## config.mk

```make
export PLATFORM = sky130hd
export DESIGN_NAME = instr_encoder_flat
export DESIGN_NICKNAME = d
export VERILOG_FILES = /design/src/rtl/instr_encoder_if.sv /design/src/rtl/instr_encoder.sv /design/src/flat_wrapper.sv
export SDC_FILE = /design/constraint.sdc
export NUM_CORES = 1
export LEC_CHECK = 0
export CORE_MARGIN = 2
export CORE_UTILIZATION = 45
export DETAILED_ROUTE_END_ITERATION = 6
export PLACE_DENSITY = 0.7
export SLEW_MARGIN = 20
export SYNTH_ARGS = -nofsm -noshare
export SYNTH_HDL_FRONTEND = slang
export SYNTH_SLANG_ARGS = --single-unit
```

## constraint.sdc

```tcl
create_clock -name clk -period 2.42 [get_ports clk]
set_input_delay 0.363 -clock clk [delete_from_list [all_inputs] [get_ports clk]]
set_output_delay 0.363 -clock clk [all_outputs]
set_load 0.05 [all_outputs]
```

## src/rtl/instr_encoder_if.sv

```systemverilog
// instr_encoder_if: field-bundle input and encoded-word output handshakes for instr_encoder.
//   master: the producer/consumer side (drives the field bundle and out_ready)
//   slave : the encoder side (drives in_ready and the FIFO head)
//   in_*  : field bundle with valid/ready
//   out_* : encoded word at the FIFO head with valid/ready and an illegal flag
interface instr_encoder_if #(
  parameter int unsigned INSTRSZ = 32
);
  logic               in_valid;
  logic               in_ready;
  logic [6:0]         in_opcode;
  logic [2:0]         in_funct3;
  logic [6:0]         in_funct7;
  logic [4:0]         in_rd;
  logic [4:0]         in_rs1;
  logic [4:0]         in_rs2;
  logic [31:0]        in_imm;
  logic               out_valid;
  logic               out_ready;
  logic [INSTRSZ-1:0] out_instr;
  logic               out_illegal;

  modport master (
    output in_valid, in_opcode, in_funct3, in_funct7, in_rd, in_rs1, in_rs2, in_imm,
    output out_ready,
    input  in_ready, out_valid, out_instr, out_illegal
  );

  modport slave (
    input  in_valid, in_opcode, in_funct3, in_funct7, in_rd, in_rs1, in_rs2, in_imm,
    input  out_ready,
    output in_ready, out_valid, out_instr, out_illegal
  );
endinterface

```

## src/rtl/instr_encoder.sv

```systemverilog
// instr_encoder: packs RV64IM instruction fields into a 32-bit instruction word and buffers the
// result in a DEPTH-entry FIFO. Illegal bundles are stored as a zero word with an illegal flag.
//   clk       : clock, rising edge
//   rst_n     : asynchronous active-low reset, clears FIFO and enc_count
//   bus       : instr_encoder_if slave (field bundle in, encoded word out)
//   enc_count : number of legal words accepted since reset (wraps)
module instr_encoder #(
  parameter int unsigned INSTRSZ = 32,
  parameter int unsigned DEPTH   = 4
) (
  input  logic               clk,
  input  logic               rst_n,
  instr_encoder_if.slave     bus,
  output logic [31:0]        enc_count
);

  localparam int unsigned AddrW = $clog2(DEPTH);
  localparam int unsigned PtrW  = AddrW + 1;

  localparam logic [6:0] OpLoad    = 7'b0000011;
  localparam logic [6:0] OpMiscMem = 7'b0001111;
  localparam logic [6:0] OpImm     = 7'b0010011;
  localparam logic [6:0] OpAuipc   = 7'b0010111;
  localparam logic [6:0] OpImm32   = 7'b0011011;
  localparam logic [6:0] OpStore   = 7'b0100011;
  localparam logic [6:0] OpOp      = 7'b0110011;
  localparam logic [6:0] OpLui     = 7'b0110111;
  localparam logic [6:0] OpOp32    = 7'b0111011;
  localparam logic [6:0] OpBranch  = 7'b1100011;
  localparam logic [6:0] OpJalr    = 7'b1100111;
  localparam logic [6:0] OpJal     = 7'b1101111;
  localparam logic [6:0] OpSystem  = 7'b1110011;

  logic [INSTRSZ-1:0] enc_word;
  logic               enc_illegal;
  logic               is_shift;

  logic [PtrW-1:0]    wr_ptr_q, wr_ptr_d;
  logic [PtrW-1:0]    rd_ptr_q, rd_ptr_d;
  logic [31:0]        enc_count_q, enc_count_d;
  logic [INSTRSZ:0]   mem_q [DEPTH];
  logic [INSTRSZ:0]   head;
  logic               full, empty, push, pop;

  // Field packing
  always_comb begin
    enc_word    = '0;
    enc_illegal = 1'b0;
    is_shift    = (bus.in_funct3 == 3'b001) || (bus.in_funct3 == 3'b101);
    case (bus.in_opcode)
      OpOp, OpOp32: begin
        enc_word = {bus.in_funct7, bus.in_rs2, bus.in_rs1, bus.in_funct3, bus.in_rd,
                    bus.in_opcode};
      end
      OpLoad, OpMiscMem, OpJalr, OpSystem: begin
        enc_word = {bus.in_imm[11:0], bus.in_rs1, bus.in_funct3, bus.in_rd, bus.in_opcode};
      end
      OpImm: begin
        if (is_shift) begin
          // 64-bit shifts take a 6-bit shamt; funct7[0] is displaced by shamt[5]
          enc_word = {bus.in_funct7[6:1], bus.in_imm[5:0], bus.in_rs1, bus.in_funct3,
                      bus.in_rd, bus.in_opcode};
        end else begin
          enc_word = {bus.in_imm[11:0], bus.in_rs1, bus.in_funct3, bus.in_rd, bus.in_opcode};
        end
      end
      OpImm32: begin
        if (is_shift) begin
          enc_word = {bus.in_funct7, bus.in_imm[4:0], bus.in_rs1, bus.in_funct3, bus.in_rd,
                      bus.in_opcode};
        end else begin
          enc_word = {bus.in_imm[11:0], bus.in_rs1, bus.in_funct3, bus.in_rd, bus.in_opcode};
        end
      end
      OpStore: begin
        enc_word = {bus.in_imm[11:5], bus.in_rs2, bus.in_rs1, bus.in_funct3, bus.in_imm[4:0],
                    bus.in_opcode};
      end
      OpBranch: begin
        enc_illegal = bus.in_imm[0] || (bus.in_funct3 == 3'b010) || (bus.in_funct3 == 3'b011);
        enc_word = {bus.in_imm[12], bus.in_imm[10:5], bus.in_rs2, bus.in_rs1, bus.in_funct3,
                    bus.in_imm[4:1], bus.in_imm[11], bus.in_opcode};
      end
      OpLui, OpAuipc: begin
        enc_word = {bus.in_imm[31:12], bus.in_rd, bus.in_opcode};
      end
      OpJal: begin
        enc_illegal = bus.in_imm[0];
        enc_word = {bus.in_imm[20], bus.in_imm[10:1], bus.in_imm[11], bus.in_imm[19:12],
                    bus.in_rd, bus.in_opcode};
      end
      default: enc_illegal = 1'b1;
    endcase
    if (enc_illegal) begin
      enc_word = '0;
    end
  end

  // FIFO control: extra pointer MSB distinguishes full from empty
  always_comb begin
    empty = (wr_ptr_q == rd_ptr_q);
    full  = (wr_ptr_q[AddrW] != rd_ptr_q[AddrW]) &&
            (wr_ptr_q[AddrW-1:0] == rd_ptr_q[AddrW-1:0]);
    push  = bus.in_valid && !full;
    pop   = !empty && bus.out_ready;

    wr_ptr_d    = wr_ptr_q;
    rd_ptr_d    = rd_ptr_q;
    enc_count_d = enc_count_q;
    if (push) begin
      wr_ptr_d = wr_ptr_q + PtrW'(1);
      if (!enc_illegal) begin
        enc_count_d = enc_count_q + 32'd1;
      end
    end
    if (pop) begin
      rd_ptr_d = rd_ptr_q + PtrW'(1);
    end
  end

  always_ff @(posedge clk or negedge rst_n) begin
    if (!rst_n) begin
      wr_ptr_q    <= '0;
      rd_ptr_q    <= '0;
      enc_count_q <= '0;
    end else begin
      wr_ptr_q    <= wr_ptr_d;
      rd_ptr_q    <= rd_ptr_d;
      enc_count_q <= enc_count_d;
    end
  end

  // Storage needs no reset: outputs are masked while the FIFO is empty
  always_ff @(posedge clk) begin
    if (push) begin
      mem_q[wr_ptr_q[AddrW-1:0]] <= {enc_illegal, enc_word};
    end
  end

  always_comb begin
    head            = mem_q[rd_ptr_q[AddrW-1:0]];
    bus.in_ready    = !full;
    bus.out_valid   = !empty;
    bus.out_instr   = empty ? '0   : head[INSTRSZ-1:0];
    bus.out_illegal = empty ? 1'b0 : head[INSTRSZ];
    enc_count       = enc_count_q;
  end

endmodule

```

## src/flat_wrapper.sv

```systemverilog
// flat-port wrapper written by rule: the top's interface ports become plain ports
module instr_encoder_flat 
#(
  parameter int unsigned INSTRSZ = 32,
  parameter int unsigned DEPTH   = 4
)
  (clk, rst_n, enc_count, bus_in_valid, bus_in_opcode, bus_in_funct3, bus_in_funct7, bus_in_rd, bus_in_rs1, bus_in_rs2, bus_in_imm, bus_out_ready, bus_in_ready, bus_out_valid, bus_out_instr, bus_out_illegal);
  instr_encoder_if #(.INSTRSZ(INSTRSZ)) bus_i ();
  input  logic clk;
  input  logic rst_n;
  output logic [31:0] enc_count;
  input wire logic [$bits(bus_i.in_valid)-1:0] bus_in_valid;
  input wire logic [$bits(bus_i.in_opcode)-1:0] bus_in_opcode;
  input wire logic [$bits(bus_i.in_funct3)-1:0] bus_in_funct3;
  input wire logic [$bits(bus_i.in_funct7)-1:0] bus_in_funct7;
  input wire logic [$bits(bus_i.in_rd)-1:0] bus_in_rd;
  input wire logic [$bits(bus_i.in_rs1)-1:0] bus_in_rs1;
  input wire logic [$bits(bus_i.in_rs2)-1:0] bus_in_rs2;
  input wire logic [$bits(bus_i.in_imm)-1:0] bus_in_imm;
  input wire logic [$bits(bus_i.out_ready)-1:0] bus_out_ready;
  output wire logic [$bits(bus_i.in_ready)-1:0] bus_in_ready;
  output wire logic [$bits(bus_i.out_valid)-1:0] bus_out_valid;
  output wire logic [$bits(bus_i.out_instr)-1:0] bus_out_instr;
  output wire logic [$bits(bus_i.out_illegal)-1:0] bus_out_illegal;
  assign bus_i.in_valid = bus_in_valid;
  assign bus_i.in_opcode = bus_in_opcode;
  assign bus_i.in_funct3 = bus_in_funct3;
  assign bus_i.in_funct7 = bus_in_funct7;
  assign bus_i.in_rd = bus_in_rd;
  assign bus_i.in_rs1 = bus_in_rs1;
  assign bus_i.in_rs2 = bus_in_rs2;
  assign bus_i.in_imm = bus_in_imm;
  assign bus_i.out_ready = bus_out_ready;
  assign bus_in_ready = bus_i.in_ready;
  assign bus_out_valid = bus_i.out_valid;
  assign bus_out_instr = bus_i.out_instr;
  assign bus_out_illegal = bus_i.out_illegal;
  instr_encoder #(.INSTRSZ(INSTRSZ), .DEPTH(DEPTH)) u_core (.clk(clk), .rst_n(rst_n), .bus(bus_i), .enc_count(enc_count));
endmodule
```

==> flow_metrics.tcl <==
set metrics [dict create \
    status "finished, final reports clean" \
    wl_per_cell_um 19.7 \
    core-area_um2 17100 \
    nets 785 \
    grt.met3_usage_pct 5.87 \
    busiest_layer "met2" \
    setup.worst_path.class "input port to flop" \
    final_common_cell "edfxtp_1" \
    grt_remaining_overflow 0 \
    cts-root-buf "clkbuf_16" \
    gp_congestion 0.874 \
    grt_pass1_vias 5474 \
    synth.distinct_cells 56 \
    drv_slew 0 \
    die_w_um 136 \
    rsz0062_at_grt "false" \
    start_kind "input port" \
    io_buffers 134 \
    async_flop_share_pct 22.4 \
    vias 5254 \
    hold_buffers 0 \
    clkSinkCount 170 \
    setup_viol 0 \
    clk_path_buf_depth 2 \
    drive_gt1_share_pct 25.7 \
    critPathCaptureType "flop" \
    synth_ff_type "edfxtp_1" \
    cp.required_ns 2.58 \
    ant_nets 0 \
    ys_seq_area_share_pct 63.1 \
    period_share_pct 96.7 \
    fin_area_um2 10300 \
    die_h_um 136 \
    syn_nets 600 \
    initial_utilization_pct 45.5 \
    track_usage_pct 21.3 \
    syn_avg_cell_area_um2 14.8 \
    yosysWarnings 0 \
    use_met2_pct 35.7 \
    fin_worst_skew_ns 0.00890 \
    post-dp-hpwl_mm 13.0 \
    path_clk_slew_ns 0.07 \
    num_rows 48 \
    boundaryPins 135 \
    via_per_inst 5.54 \
    critical_path.max_fanout 9 \
    fillCellCount 1314 \
    dieArea_um2 18400 \
    diodes 0 \
    fin_hold_ws_ns 0.0395 \
    place_ws_ns -0.327 \
    synthCells 526 \
    grt_antenna_before_repair 0 \
    fin_ws_ns 0.0787 \
    most-common-layout-cells "edfxtp_1, clkdlybuf4s50_1, buf_4, nor2_1, nor2b_1" \
    worst_slew_pin_slew_ns 0.851 \
    placed_cell_area_um2 9680 \
    relSlewSlack_pct 43.3 \
    synthToLayoutAreaGrowth_pct 32.5 \
    p_leak_nw 3.91 \
    critPathArrivalTime_ns 2.51 \
    power.density_nw_per_um2 1150 \
    firstDrtPassIters 5 \
    hold_viol_final 0 \
    max_freq_mhz 427 \
    initialDrtViolationCount 349 \
    grt_pass1_wl_mm 29.6 \
    grt_use_met1_pct 27.0 \
    clk_latency_ns 0.43 \
    dp.cells 917 \
    ctsHtreeMaxLevel 4 \
    finalCriticalPeriod_ns 2.34 \
    maxCapViolCount 0 \
    cts_buffers 17 \
    grt_max_degree 39 \
    irDropWorstVdd_mv 1.10 \
    synth_edf_count 132 \
    ys_seq_elements 170 \
    netlist_area_um2 7780 \
    final_cells 949 \
    drc 0 \
    hp-class "input port to async pin" \
    drt-total-wl_mm 18.7 \
    cts_tree "yes" \
    fin_util_pct 60.2 \
]
worst paths after layout:
| kind | end | from | depth (start not counted) | slack [ns] |
|---|---|---|---|---|
| max | u_core.mem_q[2][24]$_DFFE_PP_ | bus_in_opcode[5] | 10 | 0.08 |
| min | u_core.enc_count[0]$_DFFE_PN0P_ | rst_n | 1 | 0.04 |
| max reg2reg | u_core.enc_count[31]$_DFFE_PN0P_ | u_core.enc_count[13]$_DFFE_PN0P_ | 6 | 0.44 |
| min reg2reg | u_core.enc_count[31]$_DFFE_PN0P_ | u_core.enc_count[31]$_DFFE_PN0P_ | 1 | 0.48 |
| max in group asynchronous | u_core.rd_ptr_q[0]$_DFFE_PN0P_ | rst_n | 1 | 1.79 |
| min in group clk | u_core.enc_count[31]$_DFFE_PN0P_ | u_core.enc_count[31]$_DFFE_PN0P_ | 1 | 0.48 |
Yosys cell counts, types with 12 or more instances:
| cell type | count | share of area (%) |
|---|---|---|
| nor2_1 | 41 | 2.0 |
| a22oi_1 | 17 | 1.6 |
| nand4_1 | 16 | 1.3 |
| nand3_1 | 16 | 1.0 |
| edfxtp_1 | 132 | 51 |
| nor2b_1 | 38 | 3.1 |
| xor2_1 | 12 | 1.4 |
| nand2_1 | 25 | 1.2 |
| mux4_2 | 33 | 9.5 |
| xnor2_1 | 27 | 3.0 |
| dfrtp_1 | 38 | 12 |
cell type report:
| type | count | area (um^2) | share of cell area, % |
|---|---|---|---|
| Multi-Input combinational cell | 317 | 2670 | 25.9 |
| Clock buffer | 17 | 425 | 4.13 |
| Clock inverter | 15 | 183 | 1.77 |
| Inverter | 10 | 37.5 | 0.364 |
| Sequential cell | 170 | 4920 | 47.7 |
| Tap cell | 225 | 282 | 2.73 |
| Timing Repair Buffer | 195 | 1800 | 17.4 |
flip-flops by register name, summed over array words and instances, names as in the netlist:
signal and count:
u_core.rd_ptr_q 3, u_core.enc_count 32, u_core.mem_q 132, u_core.wr_ptr_q 3
per-stage QoR:
stage / setup TNS [ns] / power, mW
after floorplan: 0 / 7.43
final: 0 / 11.9
after global routing: 0 / 12.4
after global placement: -7.55 / 9.16
after detailed placement: -14.96 / 9.22
after CTS: 0 / 12.0
worst max-delay path: stages:
cell             delay (ns)
clkdlybuf4s50_1        0.42
buf_4                  0.18
nand2_2                0.11
o21ai_0                0.11
a32oi_1                0.26
a21oi_1                0.11
buf_4                  0.17
a222oi_1               0.51
buf_4                  0.21
nor2_1                 0.06
layer usage:
layer	vias to the layer above	routed length [um]	part of all wire, %
met1	2648	7970	43
met2	180	9260	50
met5	-	0	0
met3	27	1040	5.6
met4	0	406	2.2
li1	2399	-	-
logic make-up (layout without fill, tap and decap cells):
group	Yosys count	in the layout	share of synthesized area, %
muxes	34	34	9.69
buffers and inverters	39	237	2.88
xor gates and xnor gates	39	39	4.39
DFF	170	170	63.1
and+or+nand+nor	176	176	12.5
adders and majority gates	6	6	0.964
AOI/OAI and AO/OA	62	62	6.43
what timing repair did:
action	4_1_cts	5_1_grt
resized for setup	1	3
endpoints found under the setup margin	1	7
pin swaps	0	1
setup buffers	0	0
power by group:
part | internal [mW] | switching, mW
clock network | 1.56 | 1.19
logic | 1.92 | 3.38
registers | 3.65 | 0.170
No activity file was read; power rests on OpenSTA's default activity.
